**src/rtl/seq_pkg.sv**
```systemverilog
// Shared definitions for the "1001" sequence path, used by both the
// transmitter and the detector side so both agree on pattern and encoding.
package seq_pkg;

  localparam int WIDTH_DEF = 16;
  localparam int PAT_W_DEF = 4;
  localparam int CNT_W_DEF = 3;

  localparam logic [3:0] PATTERN_1001 = 4'b1001;

  // Plain constants rather than an enum so legacy detector code can share them.
  typedef logic [1:0] state_t;
  localparam state_t IDLE = 2'd0;
  localparam state_t SEND = 2'd1;
  localparam state_t DONE = 2'd2;

endpackage

```
**src/rtl/seq_match_counter.sv**
```systemverilog
// Saturating counter of overlapping PATTERN occurrences in a serial bit stream.
// Shared by transmitter and receiver so both ends count identically.
module seq_match_counter
  import seq_pkg::*;
#(
  parameter int               PAT_W   = PAT_W_DEF,
  parameter logic [PAT_W-1:0] PATTERN = PATTERN_1001,
  parameter int               CNT_W   = CNT_W_DEF
) (
  input  logic             clk,
  input  logic             rst_n,
  input  logic             clear,
  input  logic             bit_en,
  input  logic             bit_in,
  output logic [CNT_W-1:0] count
);

  localparam int               SEEN_W    = $clog2(PAT_W + 1);
  localparam logic [SEEN_W-1:0] SEEN_FULL = SEEN_W'(PAT_W - 1);
  localparam logic [CNT_W-1:0]  CNT_MAX   = '1;

  logic [PAT_W-1:0]  history_q, history_d;
  logic [SEEN_W-1:0] seen_q, seen_d;
  logic [CNT_W-1:0]  count_q, count_d;

  // seen_q saturates at PAT_W-1: once PAT_W-1 bits precede the incoming one,
  // the history is fully populated and a match cannot come from cleared bits.
  always_comb begin
    // NOTE: every always_comb output gets a default first so no path infers a latch.
    history_d = history_q;
    seen_d    = seen_q;
    count_d   = count_q;
    if (clear) begin
      history_d = '0;
      seen_d    = '0;
      count_d   = '0;
    end else if (bit_en) begin
      history_d = {history_q[PAT_W-2:0], bit_in};
      if (seen_q != SEEN_FULL) begin
        seen_d = seen_q + SEEN_W'(1);
      end
      if (history_d == PATTERN && seen_q == SEEN_FULL && count_q != CNT_MAX) begin
        count_d = count_q + CNT_W'(1);
      end
    end
  end

  always_ff @(posedge clk or negedge rst_n) begin
    if (!rst_n) begin
      history_q <= '0;
      seen_q    <= '0;
      count_q   <= '0;
    end else begin
      // NOTE: sequential state uses non-blocking assignments so every flop samples pre-edge values.
      history_q <= history_d;
      seen_q    <= seen_d;
      count_q   <= count_d;
    end
  end

  assign count = count_q;

endmodule

```
**src/rtl/seq_pattern_tx.sv**
```systemverilog
// Serial MSB-first frame transmitter with valid/ready handshake that also
// counts PATTERN occurrences in the bits actually accepted by the sink.
module seq_pattern_tx
  import seq_pkg::*;
#(
  parameter int               WIDTH   = WIDTH_DEF,
  parameter int               PAT_W   = PAT_W_DEF,
  parameter logic [PAT_W-1:0] PATTERN = PATTERN_1001,
  parameter int               CNT_W   = CNT_W_DEF
) (
  input  logic             clk,
  input  logic             rst_n,
  input  logic             start,
  input  logic [WIDTH-1:0] data_in,
  output logic             bit_out,
  output logic             bit_valid,
  input  logic             bit_ready,
  output logic             busy,
  output logic             done,
  output logic [CNT_W-1:0] match_count
);

  localparam int            SENT_W    = $clog2(WIDTH + 1);
  localparam logic [SENT_W-1:0] SENT_LAST = SENT_W'(WIDTH - 1);

  state_t            state_q, state_d;
  logic [WIDTH-1:0]  shift_q, shift_d;
  logic [SENT_W-1:0] sent_q, sent_d;
  logic              bit_valid_q, bit_valid_d;
  logic              busy_q, busy_d;
  logic              done_q, done_d;
  logic              clear;
  logic              transfer;

  assign transfer = (state_q == SEND) && bit_valid_q && bit_ready;

  always_comb begin
    state_d     = state_q;
    shift_d     = shift_q;
    sent_d      = sent_q;
    bit_valid_d = bit_valid_q;
    busy_d      = busy_q;
    done_d      = 1'b0;
    clear       = 1'b0;
    case (state_q)
      IDLE: begin
        if (start) begin
          shift_d     = data_in;
          sent_d      = '0;
          bit_valid_d = 1'b1;
          busy_d      = 1'b1;
          clear       = 1'b1;
          state_d     = SEND;
        end
      end
      SEND: begin
        // Without a transfer everything holds, so bit_out/bit_valid stay stable under backpressure.
        if (transfer) begin
          shift_d = {shift_q[WIDTH-2:0], 1'b0};
          sent_d  = sent_q + SENT_W'(1);
          if (sent_q == SENT_LAST) begin
            bit_valid_d = 1'b0;
            done_d      = 1'b1;
            state_d     = DONE;
          end
        end
      end
      DONE: begin
        busy_d  = 1'b0;
        state_d = IDLE;
      end
      default: begin
        bit_valid_d = 1'b0;
        busy_d      = 1'b0;
        state_d     = IDLE;
      end
    endcase
  end

  always_ff @(posedge clk or negedge rst_n) begin
    if (!rst_n) begin
      state_q     <= IDLE;
      shift_q     <= '0;
      sent_q      <= '0;
      bit_valid_q <= 1'b0;
      busy_q      <= 1'b0;
      done_q      <= 1'b0;
    end else begin
      state_q     <= state_d;
      shift_q     <= shift_d;
      sent_q      <= sent_d;
      bit_valid_q <= bit_valid_d;
      busy_q      <= busy_d;
      done_q      <= done_d;
    end
  end

  seq_match_counter #(
    .PAT_W   (PAT_W),
    .PATTERN (PATTERN),
    .CNT_W   (CNT_W)
  ) u_match_counter (
    .clk    (clk),
    .rst_n  (rst_n),
    .clear  (clear),
    .bit_en (transfer),
    .bit_in (shift_q[WIDTH-1]),
    .count  (match_count)
  );

  assign bit_out   = shift_q[WIDTH-1];
  assign bit_valid = bit_valid_q;
  assign busy      = busy_q;
  assign done      = done_q;

endmodule

```
**config.mk**
```make
export PLATFORM = sky130hd
export DESIGN_NAME = seq_pattern_tx
export DESIGN_NICKNAME = d
export VERILOG_FILES = /design/src/rtl/seq_pkg.sv /design/src/rtl/seq_match_counter.sv /design/src/rtl/seq_pattern_tx.sv
export SDC_FILE = /design/constraint.sdc
export NUM_CORES = 1
export LEC_CHECK = 0
export CAP_MARGIN = 20
export CORE_UTILIZATION = 40
export DETAILED_ROUTE_END_ITERATION = 10
export GPL_TIMING_DRIVEN = 0
export PLACE_DENSITY = 0.73
export SETUP_SLACK_MARGIN = 0.4
export SYNTH_ARGS = -nofsm -noshare
export SYNTH_HDL_FRONTEND = slang
export SYNTH_SLANG_ARGS = --single-unit
```
**constraint.sdc**
```tcl
create_clock -name clk -period 2.42 [get_ports clk]
set_clock_uncertainty 0.15 [all_clocks]
set_input_delay 0.242 -clock clk [delete_from_list [all_inputs] [get_ports clk]]
set_output_delay 0.242 -clock clk [all_outputs]
set_load 0.02 [all_outputs]
```
-- After elaboration in Yosys (flattened, before gate mapping)
Index checks and enable logic that the tools add are counted.
- register bits after elaboration: 35
- bits in latches: 0
- bits in writable memories: 0
- memory bits (read-only): 0
- input port bits: 20
- output and inout bits: 7
- logic and storage cells: 67
- memories: 0
- add/subtract/negate cells: 3
- multipliers: 0
- div/mod/pow operators: 0
- magnitude comparators: 0
- equality and inequality tests: 10
- shifts and indexed selects: 0
- multiplexer cells: 28
- bitwise gates (word level): 2
- reductions and logical operators: 15
- operators with widths (kind ; number):
    16-bit 2-to-1 mux ; 2
    16-bit case mux with 2 select lines ; 1
    3-bit 2-to-1 mux ; 8
    5-bit 2-to-1 mux ; 2
    5-bit case mux with 2 select lines ; 1
    1-bit 2-to-1 mux ; 8
    2-bit nonzero test ; 4
    3-bit by 1-bit adder with 3-bit output, second input constant ; 2
    2-bit 2-to-1 mux ; 3
    2-bit AND reduction ; 3
    3-bit AND reduction ; 2
    5-bit by 1-bit adder with 5-bit output, second input constant ; 1
    5-bit by 4-bit == test with 1-bit output, second input constant ; 1
    4-bit == test, second input constant ; 1
    1-bit logical AND ; 4
    2-bit != test, second input constant ; 2
    2-bit case mux with 2 select lines ; 1
    4-bit AND reduction ; 1
    3-bit by 2-bit == test with 1-bit output, second input constant ; 1
    3-bit by 2-bit != test with 1-bit output, second input constant ; 1
    3-bit != test, second input constant ; 1
    1-bit case mux with 3 select lines ; 1
    2-bit by 1-bit == test with 1-bit output, second input constant ; 1
    2-bit == test, second input constant ; 1
    4 further kinds ; 5

-- Logic depth before layout (Yosys ltp)
Gate-level depths: netlist (run 1).
- word-level depth: 6
- mapped depth: 6

-- Cells and area by module
From an unflattened synthesis (run 1), not the netlist that was laid out.
- cells, all modules: 152
- area total of the unflattened synthesis: 1775.5 µm²
- modules (own cells, without submodules) (module ; instances ; cells an instance ; area each (µm²) ; seq. area each (µm²)):
    seq_pattern_tx ; 1 ; 112 ; 1277.5 ; 650.6
    seq_match_counter ; 1 ; 40 ; 498.0 ; 225.2

-- Least setup slack after synthesis (run 1)
Ideal clock, no wire load.
- kind: reg-to-reg
- start point: reg bit_valid_q, in the netlist bit_valid
- end point: reg shift_q[10]
- library setup time: 0.125 ns
- arrival: 1.508 ns
- data required time: 2.145 ns
- path slack: 0.637 ns
- cell stages (with the launch flop): 5
- buffers on the path: 1
- clock period less this slack: 1.783 ns
- cells stage by stage: dfrtp_1 nand3_1 a21oi_4 buf_6 mux2_4
- cells in the longest elaborated chain, start to end: 4
- RTL lines (item ; line ; RTL):
    start: declaration ; seq_pattern_tx.sv:29 ; logic bit_valid_q, bit_valid_d;
    start signal: assignment ; seq_pattern_tx.sv:92 ; bit_valid_q <= bit_valid_d;
    1-bit logical AND (2 in a row) ; seq_pattern_tx.sv:35 ; assign transfer = (state_q == SEND) && bit_valid_q && bit_ready;
    2-bit != test (no line) ; - ;
    3-bit AND reduction (no line) ; - ;
    end signal: assignment ; seq_pattern_tx.sv:90 ; shift_q <= shift_d;
    end: declaration ; seq_pattern_tx.sv:27 ; logic [WIDTH-1:0] shift_q, shift_d;
Every way passes these cells.
A chain may end at the register's enable or synchronous reset.

-- Worst setup path in the final report (run 1)
- start point: reg state_q[1]
- end point: reg u_match_counter.count_q[2], in the netlist u_match_counter.count[2]
- cells in the longest elaborated chain, start to end: 5
- elaborated cells on any way between the ends: 9
- those cells by class: eq/ne: 1; mux: 2; reduce/logical: 6
- RTL lines (item ; line ; RTL):
    start: declaration ; seq_pattern_tx.sv:26 ; state_t state_q, state_d;
    start signal: assignment ; seq_pattern_tx.sv:89 ; state_q <= state_d;
    2-bit by 1-bit == test with 1-bit output ; seq_pattern_tx.sv:35 ;
    1-bit logical AND (2 in a row) ; seq_pattern_tx.sv:35 ;
    2-bit nonzero test (no line) ; - ;
    2-bit AND reduction (no line) ; - ;
    end signal: assignment ; seq_match_counter.sv:57 ; count_q <= count_d;
    end: declaration ; seq_match_counter.sv:24 ; logic [CNT_W-1:0] count_q, count_d;
Several ways; a longest one is shown, not always the timed one.

==> results.sh, run 1 <==
export IMPL_detailedPlacementHpwl_mm=2.48
export IMPL_die_area_um2=4880
export IMPL_diodes=0
export IMPL_seq_area_frac_synth=0.476
export IMPL_area_of_the_multi_input_gates_um2=883
export IMPL_port_buffer_count=26
export IMPL_synth_avg_cell_area_um2=13.4
export IMPL_drt_iter0_drc=40
export IMPL_hold_ws_ps=354
export IMPL_post_synth_top_count_cell="dfrtp_1"
export IMPL_ys_ff_latch=35
export IMPL_tritoncts="done"
export IMPL_row_count=24
export IMPL_synthDominantCellAreaShare=0.476
export IMPL_seq_area_um2=876
export IMPL_maxSlewViolCount=0
export IMPL_rr_worst_depth=4
export IMPL_synth_flop_cell="dfrtp_1"
export IMPL_vias_per_cell=5.21
export IMPL_grt_total_usage=0.158
export IMPL_postSynth_asyncResetShare=1.00
export IMPL_power_density_nw_per_um2=1110
export IMPL_min_delay_path_class="flop to flop"
export IMPL_fill_cells=384
export IMPL_maxCapViolations=0
export IMPL_h_tree_depth=2
export IMPL_area_growth_synth_to_final_pct=22.7
export IMPL_grt_first_pass_wirelength_mm=5.93
export IMPL_cts_inserted_buffers=5
export IMPL_clk_path_buf_depth=2
export IMPL_floorplan_die_height_um=69.8
export IMPL_initial_core_utilization=0.420
export IMPL_finalWirelength_mm=3.44
export IMPL_route_detailed_drc=0
export IMPL_slew_headroom=0.479
export IMPL_final_util=0.515
export IMPL_arrival_ps=1920
export IMPL_clk_insertion_delay_late_ps=280
export IMPL_endpoint_kind="flop"
export IMPL_synthesis_area_um2=1840
export IMPL_total_negative_slack_for_setup_checks_ps=0
export IMPL_whs_path_depth=1
export IMPL_yosys_top_cell_by_area="dfrtp_1"
export IMPL_critical_path_startpoint_type="flop"
export IMPL_worstMarginPinSlew_ps=779
export IMPL_core_area_um2=4380
export IMPL_run_status="finished clean"
export IMPL_grt_setup_unrepaired="false"
export IMPL_layout_nets=197
export IMPL_setup_violations_final=0
export IMPL_overall_via_count_from_detail_route=1168
export IMPL_postCtsSetupBuffers=0
export IMPL_grt_overflow_total=0
export IMPL_fraction_of_layout_instances_using_a_drive_strength_above_1=0.297
export IMPL_worst_ep_required_time_ps=2430
export IMPL_yosys_top_cells_count="dfrtp_1 (35), mux2_4 (18), mux2_2 (14)"
export IMPL_avgRoutedWirePerCell_um=15.4
export IMPL_die_width_um=69.8
export IMPL_worstSetupPathType="flop to flop"
export IMPL_synth_warning_count=0
export IMPL_clock_sinks=35
export IMPL_path_max_fanout=10
export IMPL_dpl_worst_slack_ps=250
export IMPL_netlist_instances=137
export IMPL_detail_route_antenna_nets=0
export IMPL_number_of_global_route_vias_before_repair=1279
export IMPL_timing_final_hold_violations=0
export IMPL_leakagePower_nw=1.09
export IMPL_initial_antenna_violation_count=0
export IMPL_ctsRootBufferMaster="clkbuf_8"
export IMPL_synth_edff_count=0
export IMPL_clk_pin_slew_ps=60
export IMPL_globalplace_congestion=0.719
export IMPL_layout_setup_ws_ps=513
export IMPL_irDropWorstVdd_mv=0.496
export IMPL_synthesis_nets=163
export IMPL_largest_net_degree_at_the_start_of_global_routing=36
export IMPL_yosys_cell_types_count=32
export IMPL_period_minus_slack_ps=1910
export IMPL_detailedRoute_firstPassIterationCount=4
export IMPL_synth_top_cells_by_area="dfrtp_1 (48%), mux2_4 (15%), mux2_2 (8.6%)"
export IMPL_maximum_frequency_from_static_timing_analysis_mhz=524
export IMPL_design_portCount=27
export IMPL_post_route_period_util=0.788
==> power by group <==
group          internal [mW]  switching [mW]  total (mW)
Clock                  0.202           0.197       0.398
Combinational          0.695           0.439        1.13
Sequential             0.815           0.166       0.981
Total                   1.71           0.802        2.51
==> cell usage in the layout, fill, tap and decap left out, types with 3 or more instances in the layout <==
cell type,Yosys,routed
o21ai_0,7,7
nor2_1,3,3
clkdlybuf4s50_1,0,25
mux2_2,14,14
mux2_4,18,18
inv_1,4,4
buf_6,4,4
dfrtp_1,35,35
a22o_1,3,3
or3_1,3,3
ha_1,6,6
nand2_1,5,5
clkbuf_8,0,5
a21oi_1,8,8
nand3_1,4,4
==> path summary, 6_finish.rpt <==
| check | startpoint | end | slack (ps) |
|---|---|---|---|
| max | state_q[1] | u_match_counter.count[2] | 510 |
| min | shift_q[6] | shift_q[6] | 350 |
| max reg2reg | state_q[1] | u_match_counter.count[2] | 510 |
| min reg2reg | shift_q[6] | shift_q[6] | 350 |
| max in group asynchronous | rst_n | bit_valid | 1200 |
| min in group asynchronous | rst_n | u_match_counter.seen_q[0] | 420 |
==> logic make-up (layout without fill, tap and decap cells) <==
| family | Yosys count | count (layout) | share of synthesized area |
|---|---|---|---|
| DFF | 35 | 35 | 0.476 |
| muxes | 34 | 34 | 0.243 |
| and+or+nand+nor | 28 | 28 | 0.108 |
| AOI/OAI and AO/OA | 24 | 24 | 0.0843 |
| buffers and inverters | 10 | 45 | 0.0476 |
| adders and majority gates | 6 | 6 | 0.0408 |
==> worst max-delay path, stage by stage (launching register included) <==
cell and delay, ps:
dfrtp_1 420, buf_6 160, nor3b_2 660, nor2b_1 100, mux2_2 300
==> area by class of cell <==
class                           count  area share
Multi-Input combinational cell     92       0.391
Tap cell                           52      0.0288
Inverter                            4     0.00665
Buffer                              6      0.0321
Clock inverter                      1     0.00222
Clock buffer                        7      0.0338
Timing Repair Buffer               27       0.117
Sequential cell                    35       0.388
==> registers in the layout, indices dropped and copies added (netlist names) <==
name / flops
bit_valid: 1
u_match_counter.history_q: 3
shift_q: 16
sent_q: 5
done: 1
u_match_counter.count: 3
busy: 1
state_q: 2
u_match_counter.seen_q: 3
==> through the flow <==
step	power (mW)	cells	area, µm²
after floorplan	1.84	137	1840
after global placement	2.05	215	2170
after CTS	2.53	224	2250
after detailed placement	2.12	215	2160
after global routing	2.68	224	2260
final	2.51	224	2260
==> routing by layer <==
metal,track usage,up-vias,wire (µm),part of all wire
met3,0.0494,2,150,0.044
met5,0,-,0,0
met4,0.0578,0,13,0.0038
met1,0.169,584,1420,0.41
li1,-,560,-,-
met2,0.288,22,1860,0.54
==> repair_timing <==
| item | in CTS | in global routing |
|---|---|---|
| setup endpoints to repair | 0 | 2 |
| hold endpoints to repair | 35 | 0 |
| hold buffers | 1 | 0 |
| gates resized for setup | 0 | 1 |
(Power assumes the default switching activity.)
==> run 2, diff against run 1 <==
==> constraint.sdc (replaced) <==
create_clock -name clk -period 1.98 [get_ports clk]
set_clock_uncertainty 0.15 [all_clocks]
set_input_delay 0.198 -clock clk [delete_from_list [all_inputs] [get_ports clk]]
set_output_delay 0.198 -clock clk [all_outputs]
set_load 0.02 [all_outputs]
==> results.sh, run 2 (same netlist as run 1, synthesis figures left out) <==
export IMPL_globalplace_congestion=0.775
export IMPL_path_max_fanout=7
export IMPL_post_route_period_util=0.874
export IMPL_cts_inserted_buffers=5
export IMPL_largest_reg_flops=16
export IMPL_layout_cells_most_common="dfrtp_1"
export IMPL_critical_path_max_stage_delay_ps=370
export IMPL_rr_worst_depth=6
export IMPL_detail_route_antenna_nets=0
export IMPL_hp_start="bit_ready"
export IMPL_maxCapViolations=0
export IMPL_timing_final_hold_violations=0
export IMPL_grt_setup_unrepaired="true"
export IMPL_fraction_of_layout_instances_using_a_drive_strength_above_1=0.410
export IMPL_drt_iter0_drc=78
export IMPL_dpl_worst_slack_ps=-168
export IMPL_power_density_nw_per_um2=1390
export IMPL_regMostFlops="shift_q"
export IMPL_critical_path_startpoint_type="flop"
export IMPL_critical_path_cell_chain="buf_6 > nor2b_4 > buf_6 > clkbuf_16 > mux2_4 > mux2_4"
export IMPL_largest_net_degree_at_the_start_of_global_routing=36
export IMPL_path_delay_family="multiplexers"
export IMPL_layout_setup_ws_ps=249
export IMPL_grt_overflow_total=0
export IMPL_tritoncts="done"
export IMPL_min_delay_path_class="input pin to flop"
export IMPL_initial_antenna_violation_count=0
export IMPL_vias_per_cell=5.33
export IMPL_detailedRoute_firstPassIterationCount=4
export IMPL_worstMarginPinSlew_ps=806
export IMPL_maximum_frequency_from_static_timing_analysis_mhz=578
export IMPL_ctsRootBufferMaster="clkbuf_8"
export IMPL_die_area_um2=4880
export IMPL_clk_insertion_delay_late_ps=290
export IMPL_worstSetupPathType="flop to flop"
export IMPL_irDropWorstVdd_mv=0.364
export IMPL_design_portCount=27
export IMPL_crit_reg2reg_launch="state_q[0]"
export IMPL_r2r_end="shift_q[12]"
export IMPL_detailedPlacementHpwl_mm=2.44
export IMPL_grt_total_usage=0.165
export IMPL_worst_ep_required_time_ps=2000
export IMPL_diodes=0
export IMPL_number_of_global_route_vias_before_repair=1316
export IMPL_grt_first_pass_wirelength_mm=6.27
export IMPL_core_area_um2=4380
export IMPL_endpoint_kind="flop"
export IMPL_layout_nets=214
export IMPL_arrival_ps=1750
export IMPL_h_tree_depth=2
export IMPL_critPathBufInv=3
export IMPL_overall_via_count_from_detail_route=1279
export IMPL_largest_registers="shift_q (16), sent_q (5)"
export IMPL_whs_path_depth=3
export IMPL_route_detailed_drc=0
export IMPL_initial_core_utilization=0.420
export IMPL_r2r_slack_ps=250
export IMPL_slew_headroom=0.463
export IMPL_layout_common_cells="dfrtp_1 (34), mux2_4 (29), clkdlybuf4s50_1 (18)"
export IMPL_final_util=0.575
export IMPL_row_count=24
export IMPL_finalWirelength_mm=3.98
export IMPL_leakagePower_nw=1.24
export IMPL_clk_path_buf_depth=2
export IMPL_total_power_mw=3.50
export IMPL_clk_pin_slew_ps=70
export IMPL_period_minus_slack_ps=1730
export IMPL_port_buffer_count=26
export IMPL_setup_violations_final=0
export IMPL_maxSlewViolCount=0
export IMPL_critical_path_startpoint="state_q[0]"
export IMPL_floorplan_die_height_um=69.8
export IMPL_timing_critical_path_slowest_stage_cell="dfrtp_1"
export IMPL_avgRoutedWirePerCell_um=16.6
export IMPL_min_delay_worst_endpoint="state_q[0]"
export IMPL_area_growth_synth_to_final_pct=36.9
export IMPL_clock_sinks=35
export IMPL_run_status="finished clean"
export IMPL_die_width_um=69.8
run 2: cell type report:
| class | instances | area (µm²) |
|---|---|---|
| fill | 350 | 1860 |
| multi-input combinational | 92 | 996 |
| sequential | 35 | 877 |
| timing repair buffer | 44 | 414 |
| clock buffer | 7 | 76.3 |
| buffer | 6 | 76.3 |
| tap | 52 | 65.1 |
| inverter | 4 | 15.0 |
run 2: power by group:
part	internal (mW)	total (mW)	switching (mW)	leakage, nW
Sequential	0.998	1.21	0.213	0.437
Clock	0.242	0.486	0.244	0.0383
Combinational	1.14	1.80	0.657	0.768
Total	2.38	3.50	1.11	1.24
run 2: worst max-delay path by stage:
| stage | end | depth (start not counted) |
|---|---|---|
| 4_1_cts | shift_q[11] | 6 |
| 3_5_place_dp | shift_q[11] | 5 |
| 5_1_grt | u_match_counter.count[2] | 5 |
| 3_3_place_gp | bit_valid | 1 |
| 2_1_floorplan | shift_q[10] | 6 |
| 6_report | shift_q[12] | 6 |
run 2: worst register-to-register path, cell delays in order, from the launching register on:
cell	delay, ps
dfrtp_1	370
buf_6	140
nor2b_4	130
buf_6	130
clkbuf_16	150
mux2_4	290
mux2_4	250
run 2: routing by layer:
metal / vias to the layer above / global-route usage / share of wire
li1: 593 / - / -
met1: 644 / 0.212 / 0.44
met2: 34 / 0.263 / 0.50
met3: 8 / 0.0494 / 0.036
met4: 0 / 0.0600 / 0.018
met5: - / 0 / 0
run 2: what timing repair did:
| action | CTS | global route |
|---|---|---|
| pin swaps | 2 | 6 |
| setup endpoints to repair | 33 | 22 |
| gates cloned | 0 | 1 |
| buffers inserted | 7 | 9 |
| hold buffers | 1 | 0 |
| hold endpoints to repair | 35 | 0 |
| gates resized for setup | 22 | 8 |
run 2: metrics by stage:
step | TNS, ps | hold slack [ps] | instance area (µm²) | std cells
5_1_grt | 0 | 329 | 2520 | 240
3_3_place_gp | -6620 | 336 | 2190 | 215
2_1_floorplan | 0 | -248 | 1870 | 137
3_5_place_dp | -1450 | 176 | 2190 | 215
4_1_cts | 0 | 306 | 2400 | 230
6_report | 0 | 311 | 2520 | 240
==> run 3, diff against run 2 <==
==> constraint.sdc (replaced) <==
create_clock -name clk -period 1.9 [get_ports clk]
set_clock_uncertainty 0.15 [all_clocks]
set_input_delay 0.19 -clock clk [delete_from_list [all_inputs] [get_ports clk]]
set_output_delay 0.19 -clock clk [all_outputs]
set_load 0.02 [all_outputs]
==> results.sh, run 3 (same netlist as run 1, synthesis figures left out) <==
export IMPL_timing_critical_path_slowest_stage_cell="dfrtp_1"
export IMPL_placed_cells_incl_taps=215
export IMPL_die_area_um2=4880
export IMPL_detailed_place_area_um2=2190
export IMPL_maxSlewViolCount=0
export IMPL_endpoint_kind="flop"
export IMPL_detail_route_antenna_nets=0
export IMPL_grt_setup_unrepaired="true"
export IMPL_layout_nets=225
export IMPL_setup_violations_final=0
export IMPL_area_growth_synth_to_final_pct=45.1
export IMPL_largest_reg_flops=16
export IMPL_hp_start="bit_ready"
export IMPL_irDropWorstVdd_mv=0.398
export IMPL_critical_path_cell_chain="buf_6 > nor2b_4 > buf_6 > clkbuf_16 > mux2_4 > mux2_4"
export IMPL_globalplace_congestion=0.775
export IMPL_h_tree_depth=2
export IMPL_largest_registers="shift_q (16), sent_q (5)"
export IMPL_final_util=0.609
export IMPL_clock_sinks=35
export IMPL_clk_pin_slew_ps=70
export IMPL_finalWirelength_mm=4.30
export IMPL_layout_common_cells="dfrtp_1 (33), mux2_4 (28), buf_4 (18)"
export IMPL_floorplan_die_height_um=69.8
export IMPL_power_density_nw_per_um2=1430
export IMPL_run_status="finished clean"
export IMPL_fill_cells=320
export IMPL_path_max_fanout=5
export IMPL_diodes=0
export IMPL_grt_overflow_total=0
export IMPL_vias_per_cell=5.23
export IMPL_die_width_um=69.8
export IMPL_path_delay_family="multiplexers"
export IMPL_timing_final_hold_violations=0
export IMPL_initial_core_utilization=0.420
export IMPL_rr_worst_depth=6
export IMPL_post_route_cell_area_um2=2670
export IMPL_worst_ep_required_time_ps=1920
export IMPL_tritoncts="done"
export IMPL_fraction_of_layout_instances_using_a_drive_strength_above_1=0.462
export IMPL_core_area_um2=4380
export IMPL_cts_inserted_buffers=5
export IMPL_detailedPlacementHpwl_mm=2.44
export IMPL_hold_ws_ps=319
export IMPL_worstSetupPathType="flop to flop"
export IMPL_ctsRootBufferMaster="clkbuf_8"
export IMPL_drt_iter0_drc=96
export IMPL_final_instance_count_excl_fill=251
export IMPL_crit_reg2reg_launch="state_q[0]"
export IMPL_whs_path_depth=3
export IMPL_regMostFlops="shift_q"
export IMPL_maximum_frequency_from_static_timing_analysis_mhz=580
export IMPL_period_minus_slack_ps=1720
export IMPL_min_delay_worst_endpoint="state_q[0]"
export IMPL_row_count=24
export IMPL_clk_path_buf_depth=2
export IMPL_design_portCount=27
export IMPL_largest_net_degree_at_the_start_of_global_routing=36
export IMPL_total_negative_slack_for_setup_checks_ps=0
export IMPL_grt_total_usage=0.174
export IMPL_layout_cells_most_common="dfrtp_1"
export IMPL_grt_first_pass_wirelength_mm=6.61
export IMPL_post_route_period_util=0.908
export IMPL_worstMarginPinSlew_ps=807
export IMPL_r2r_end="shift_q[12]"
export IMPL_leakagePower_nw=1.31
export IMPL_arrival_ps=1740
export IMPL_dpl_worst_slack_ps=-240
export IMPL_slew_headroom=0.462
export IMPL_clk_insertion_delay_late_ps=290
export IMPL_critical_path_max_stage_delay_ps=370
export IMPL_total_power_mw=3.82
export IMPL_overall_via_count_from_detail_route=1313
export IMPL_detailedRoute_firstPassIterationCount=4
export IMPL_layout_setup_ws_ps=175
export IMPL_number_of_global_route_vias_before_repair=1399
export IMPL_port_buffer_count=26
export IMPL_route_detailed_drc=0
export IMPL_avgRoutedWirePerCell_um=17.1
export IMPL_r2r_slack_ps=180
export IMPL_critical_path_startpoint_type="flop"
export IMPL_min_delay_path_class="input pin to flop"
export IMPL_initial_antenna_violation_count=0
export IMPL_maxCapViolations=0
export IMPL_critPathBufInv=3
## run 3: cell count changes in the layout (fill, tap and decap cells not counted), sizes merged
cell	previous run	this run
buf	23	34
clkdlybuf4s50	18	17
dlygate4sd2	7	8
## run 3: metal layers
| metal | GRT usage | vias to the layer above | routed length (µm) |
|---|---|---|---|
| met5 | 0 | - | 0 |
| met4 | 0.0800 | 0 | 83 |
| met3 | 0.0538 | 8 | 122 |
| met2 | 0.284 | 24 | 2210 |
| met1 | 0.210 | 662 | 1880 |
| li1 | - | 619 | - |
## run 3: worst max path at each step
stage | slack [ps] | endpoint | from | cells after the start
after floorplan | 240 | shift_q[10] | state_q[0] | 6
after global placement | -350 | bit_valid | rst_n | 1
after detailed placement | -240 | shift_q[11] | bit_ready | 5
after CTS | 170 | shift_q[11] | state_q[0] | 6
after global routing | 120 | shift_q[7] | bit_valid | 4
final | 180 | shift_q[12] | state_q[0] | 6
## run 3: power by group
group          internal (mW)  switching, mW
combinational           1.31          0.743
clock                  0.252          0.256
sequential              1.04          0.221
total                   2.60           1.22
## run 3: layout make-up
class                           instances  area (µm²)  share of cell area
Multi-Input combinational cell         92        1010               0.379
Sequential cell                        35         878               0.329
Timing Repair Buffer                   55         543               0.203
Buffer                                  6        80.1              0.0300
Clock buffer                            7        76.3              0.0286
Tap cell                               52        65.1              0.0244
Inverter                                4        15.0             0.00562
## run 3: repair_timing
| action | 4_1_cts | 5_1_grt |
|---|---|---|
| pin swaps | 3 | 10 |
| hold buffers | 1 | 0 |
| gates cloned | 0 | 1 |
| hold endpoints to repair | 35 | 0 |
| endpoints found under the setup margin | 36 | 27 |
| buffers inserted | 14 | 13 |
| resized for setup | 24 | 19 |
## run 3: worst min-delay path: cells and delay by family
kind	cells	cell delay (ps)
AOI/OAI and AO/OA	1	110
and+or+nand+nor	1	120
buffers and inverters	1	310
